[src/rtl/pair_arbiter.sv]
// Two-requester arbiter feeding one registered output slot with a ready/valid handshake.
// A one-bit pointer alternates priority between A and B after each completed transfer.
module pair_arbiter #(
  parameter int size      = 8,
  parameter int sizetwo   = 6,
  parameter int out_width = 8
) (
  input  logic                 clk,
  input  logic                 reset,
  input  logic                 req_a,
  input  logic [size-1:0]      in1,
  output logic                 ack_a,
  input  logic                 req_b,
  input  logic [sizetwo-1:0]   in2,
  output logic                 ack_b,
  input  logic                 out_ready,
  output logic                 out_valid,
  output logic [out_width-1:0] out_data,
  output logic                 out_src,
  output logic [7:0]           xfer_count
);

  typedef enum logic {
    IDLE = 1'b0,
    SEND = 1'b1
  } state_t;

  state_t               state;
  state_t               state_next;
  logic                 ptr;
  logic                 grant_a;
  logic                 grant_b;
  logic [out_width-1:0] ext_a;
  logic [out_width-1:0] ext_b;

  // Fit each requester's data to the output bus: zero-extend or keep the low bits.
  generate
    if (size >= out_width) begin : g_a_trunc
      assign ext_a = in1[out_width-1:0];
    end else begin : g_a_ext
      assign ext_a = {{(out_width - size){1'b0}}, in1};
    end
    if (sizetwo >= out_width) begin : g_b_trunc
      assign ext_b = in2[out_width-1:0];
    end else begin : g_b_ext
      assign ext_b = {{(out_width - sizetwo){1'b0}}, in2};
    end
  endgenerate

  // A lone request wins outright; a tie goes to whoever the pointer favours.
  always_comb begin
    grant_a = req_a & (~req_b | ~ptr);
    grant_b = req_b & (~req_a | ptr);
  end

  always_ff @(posedge clk or posedge reset) begin
    if (reset) begin
      state <= IDLE;
    end else begin
      state <= state_next;
    end
  end

  always_comb begin
    state_next = state;
    case (state)
      IDLE: if (grant_a | grant_b) state_next = SEND;
      SEND: if (out_ready) state_next = IDLE;
    endcase
  end

  // Acks are gated by reset so requesters never see an acceptance during reset.
  always_comb begin
    ack_a     = (state == IDLE) & grant_a & ~reset;
    ack_b     = (state == IDLE) & grant_b & ~reset;
    out_valid = (state == SEND);
  end

  always_ff @(posedge clk or posedge reset) begin
    if (reset) begin
      out_data   <= '0;
      out_src    <= 1'b0;
      ptr        <= 1'b0;
      xfer_count <= 8'd0;
    end else if ((state == IDLE) && (grant_a || grant_b)) begin
      out_data <= grant_a ? ext_a : ext_b;
      out_src  <= grant_b;
    end else if ((state == SEND) && out_ready) begin
      xfer_count <= xfer_count + 8'd1;
      ptr        <= ~out_src;
    end
  end

endmodule
[config.mk]
export PLATFORM = sky130hd
export DESIGN_NAME = pair_arbiter
export DESIGN_NICKNAME = d
export VERILOG_FILES = /design/src/rtl/pair_arbiter.sv
export SDC_FILE = /design/constraint.sdc
export NUM_CORES = 1
export LEC_CHECK = 0
export ABC_CLOCK_PERIOD_IN_PS = 1320
export BUFFER_PORTS_ARGS = -buffer_cell sky130_fd_sc_hd__buf_2
export CORE_AREA = 2 2 53 55
export DETAILED_ROUTE_END_ITERATION = 10
export DIE_AREA = 0 0 55 57
export HOLD_SLACK_MARGIN = 0.02
export PLACE_DENSITY_LB_ADDON = 0.25
export REMOVE_ABC_BUFFERS = 1
export SLEW_MARGIN = 40
export SYNTH_ARGS = -nofsm -noshare
export SYNTH_HDL_FRONTEND = slang
export SYNTH_SLANG_ARGS = --single-unit
[constraint.sdc]
create_clock -name clk -period 1.32 [get_ports clk]
set_input_delay 0.132 -clock clk [delete_from_list [all_inputs] [get_ports clk]]
set_output_delay 0.132 -clock clk [all_outputs]
set_load 0.1 [all_outputs]
; Word level (Yosys, flattened, before mapping)
; Cells that the tools add are included.
[totals]
inputBits = 19
reg_bits = 19
[classes]
reduce_logical = 4
n_mux = 4
add_sub_neg = 1
n_bitwise = 16
[op_table]
columns = cell, n
row1 = 8-bit by 1-bit adder with 8-bit output (second input constant), 1
row2 = 8-bit 2-to-1 mux, 1
row3 = 1-bit inverter, 7
row4 = 1-bit AND, 6
row5 = 1-bit OR, 3
row6 = 1-bit logical AND, 2
row7 = 1-bit 2-to-1 mux, 2
row8 = 1-bit case mux with 2 select lines, 1
row9 = 2-bit AND reduction, 1
row10 = 1-bit logical OR, 1

; Logic depth before layout (Yosys ltp)
[logic_depth]
word_depth = 7
depth_mapped = 5
depth_no_buf = 3

; Worst setup path after synthesis
; No wires, ideal clock.
[synth_timing]
kind = reg-to-output
from = register state (netlist: out_valid)
to = output ack_b
slack_ns = -1.977
path_buffers = 1
stages_incl_launch_ff = 5
required_ns = 1.188
t_arrival_ns = 3.165
cell_sequence = dfrtp_1 > buf_6 > inv_1 > nand2_1 > nor3_1
[synth_between]
elab_chain_len = 3
[synth_rtl]
columns = item, line
row1 = from (decl), 28  ; state_t state;
row2 = from (signal assigned), 60  ; state <= state_next;
row3 = 1-bit inverter, 75  ; ack_b = (state == IDLE) & grant_b & ~reset;
row4 = 1-bit AND (2 in series), 75
row5 = to (decl), 15  ; output logic ack_b,
; Every way passes these cells.

; Final worst setup path
[layout_timing]
from = register ptr
to = output ack_a
[layout_between]
elab_chain_len = 5
[layout_rtl]
columns = item, line
row1 = from (decl), 30  ; logic ptr;
row2 = from (signal assigned), 90  ; ptr <= ~out_src;
row3 = 1-bit inverter, 52  ; grant_a = req_a & (~req_b | ~ptr);
row4 = 1-bit OR, 52
row5 = 1-bit AND, 52
row6 = 1-bit AND (2 in series), 74  ; ack_a = (state == IDLE) & grant_a & ~reset;
row7 = to (decl), 12  ; output logic ack_a,
; Every way passes these cells.

==> results.md <==
- Register area share after synthesis: 0.5515
- Simple-Gate Fraction of Synth Area: 0.1350
- Die area: between 3000 and 4000 um^2
- Async set or reset register ratio after synthesis: 1.000
- Via count: between 700 and 800
- Syn Area/Cell: between 10 and 15 um^2
- Height of the die: roughly 57 um
- CTS Buf Count: 3
- Drt via density: approximately 4.7
- Clock sink count: 19
- Xor and xnor area share after synthesis: 0.07112
- Hold path start: in1[6]
- Routed Antenna Nets: 0
- Worst skew pair latency: approximately 290 ps
- Post-synthesis adder-cell area fraction: 0.01451
- Share of cells above drive strength 1: 0.4488
- Htree depth: 1
- CTS tree: built
- Yosys cell types: 22
- Dominant synthesized flop cell: dfrtp_1
- Relative slew slack: 0.6755
- Total grt overflow: 0
- Final setup margin: -109.8 ps
- Final nets: between 100 and 150
- Post-synth top area share: 0.5515
- Register area: 475.5 um^2
- CTS Buffer Depth: 2
- Largest family of logic cells by synthesized area: simple AND/OR/NAND/NOR gates
- RR Startpoint: ptr$_DFFE_PP0P_
- Final Hold Fails: 0
- Setup CP Type: reg -> out
- Place WS: 129.2 ps
- Crit path required time: around 1200 ps
- CP Capture Type: output port
- Setup crit start: ptr$_DFFE_PP0P_
- Clock Skews: about 10 ps
- Worst R2R Path Depth: 5
- Final Max Slew Viols: 0
- # DRC: 0
- Die Width: 55 um
- Minimum period implied by the final worst setup slack: ~1400 ps
- Setup TNS: -196.6 ps
- WHS Endpoint: out_data[6]$_DFFE_PP0P_
- Synth Instances: 78
- Final setup viols: 2
- Area leader, netlist: dfrtp_1
- Root Buffer: clkbuf_4
- Final WL: approximately 1.9 mm
- Number of synthesized flops with an enable pin: 0
- Hold WC Path Type: in -> reg
- 1st-iter DRT viols: 10
- Multi-input logic area: between 300 and 400 um^2
- # fillers: 261
- Worst R2R Setup Slack: around 80 ps
- Initial antenna violation count: 0
- Worst Path Arrival: roughly 1300 ps
- Global-route wire length before repair: approximately 3.0 mm
- Synth Register Bits: 19
- Multiplexer area fraction after synthesis: 0.08273
- Yosys warns: 0
- Total global routing track utilization: 0.1302
- I/O pins: 39
- Port bufs: 38
- Synthesis-to-layout area growth: 46.44%
- Avg WL per Cell: roughly 12 um
- Number of global-route vias before repair: a little under 700
- Core Area: about 2600 um^2
- DPL Wire Length: approximately 1.4 mm
- RSZ-0062 raised after global routing: yes
- Max_cap viols: 0
- Std cell rows: 19
- Failing checks: setup timing
- Crit path max fanout: 2
- Hold_ws: ~58 ps
- CP startpoint kind: flip-flop
- Status: finished with violations
- Complex-gate fraction of the synthesized area: 0.09724
- Router iterations before antenna repair: 2
- Inserted Diodes: 0
- RePlAce Congestion: approximately 0.7
- Worst-path clk slew: roughly 110 ps
- Largest net degree at the start of global routing: 20
- Worst flop-to-flop path endpoint: out_data[5]$_DFFE_PP0P_
- Fmax: roughly 0.7 GHz
- Hold path cells: 2
- Ranking of synthesized cells by area: dfrtp_1 55%, mux2i_1 7.0%, nand2_1 5.2%
- Period utilisation layout: 1.083
- Worst slew pin tran: slightly below 500 ps
- Synth Cell Area: roughly 860 um^2
- Initial core utilization: 0.3297
[logic make-up after synthesis]
| group | Yosys count |
|---|---|
| compound gates | 13 |
| xor+xnor | 7 |
| fa+ha+maj | 1 |
| buf+inv | 6 |
| flops | 19 |
| mux | 7 |
| simple gates | 25 |
[metal layers]
metal  vias up  part of all wire  global-route usage  wire length (um)
met5         -                 0                   0                 0
met4         0                 0             0.02091                 0
met3         0             0.057             0.03141               108
met2        26              0.50              0.2228               942
met1       353              0.44              0.1667               837
li1        368                 -                   -                 -
[layout make-up]
type / instances / area share
multi-input cells: 53 / 0.2924
well taps: 31 / 0.03072
flip-flops and latches: 19 / 0.3766
inverters: 3 / 0.008920
clock inverters: 1 / 0.003964
repair buffers: 48 / 0.2696
clock buffers: 3 / 0.01784
[worst max-delay path by stage]
stage               cells past startpoint     to
floorplan                               3  ack_b
global placement                        4  ack_a
detailed placement                      4  ack_b
CTS                                     4  ack_a
global route                            4  ack_a
finish                                  4  ack_a
[what timing repair did]
action,4_1_cts,5_1_grt
gates resized for setup,3,14
hold buffers,1,0
buffers inserted,3,0
hold endpoints to repair,19,0
pin swaps,2,1
endpoints found under the setup margin,3,14
[cell usage after synthesis, types with 2 or more instances]
cell / n
a22o_1: 2
buf_6: 2
dfrtp_1: 19
inv_1: 3
mux2i_1: 6
nand2_1: 12
nand3_1: 3
nand4_1: 2
nor2_1: 2
nor3_1: 3
o21ai_0: 8
xnor2_1: 5
xor2_1: 2
[cell usage in the layout, fill, tap and decap left out, drive strengths merged]
| master | Yosys | routed |
|---|---|---|
| a21bo | 1 | 1 |
| a22o | 2 | 2 |
| and3 | 1 | 1 |
| and4 | 1 | 1 |
| buf | 3 | 40 |
| clkbuf | 0 | 10 |
| clkinv | 0 | 1 |
| dfrtp | 19 | 19 |
| dlygate4sd3 | 0 | 1 |
| ha | 1 | 1 |
| inv | 3 | 3 |
| mux2 | 1 | 1 |
| mux2i | 6 | 6 |
| nand2 | 12 | 12 |
| nand3 | 3 | 3 |
| nand4 | 2 | 2 |
| nor2 | 2 | 2 |
| nor2b | 1 | 1 |
| nor3 | 3 | 3 |
| o21ai | 8 | 8 |
| o21bai | 1 | 1 |
| o221ai | 1 | 1 |
| xnor2 | 5 | 5 |
| xor2 | 2 | 2 |
[state kept, by name (all words and copies together), names as in the netlist]
register,cells
out_valid,1
xfer_count,8
out_src,1
out_data,8
ptr,1
[through the flow]
stage | std cells | cell area (um^2) | utilization
after floorplan | 75 | 832.0 | -
after global placement | 150 | 1151 | 0.4402
after detailed placement | 150 | 1151 | 0.4402
after CTS | 158 | 1224 | 0.4679
after global routing | 158 | 1262 | 0.4828
final | 158 | 1262 | 0.4828
[critical path: stages, from the launching register on]
cell,delay [ps]
dfrtp_1,400
a21bo_2,210
nor3_2,100
buf_4,140
buf_12,160
Power is left out: the tool's default activity adds up to more than one toggle a clock period on the data nets, which glitch-free logic cannot reach.
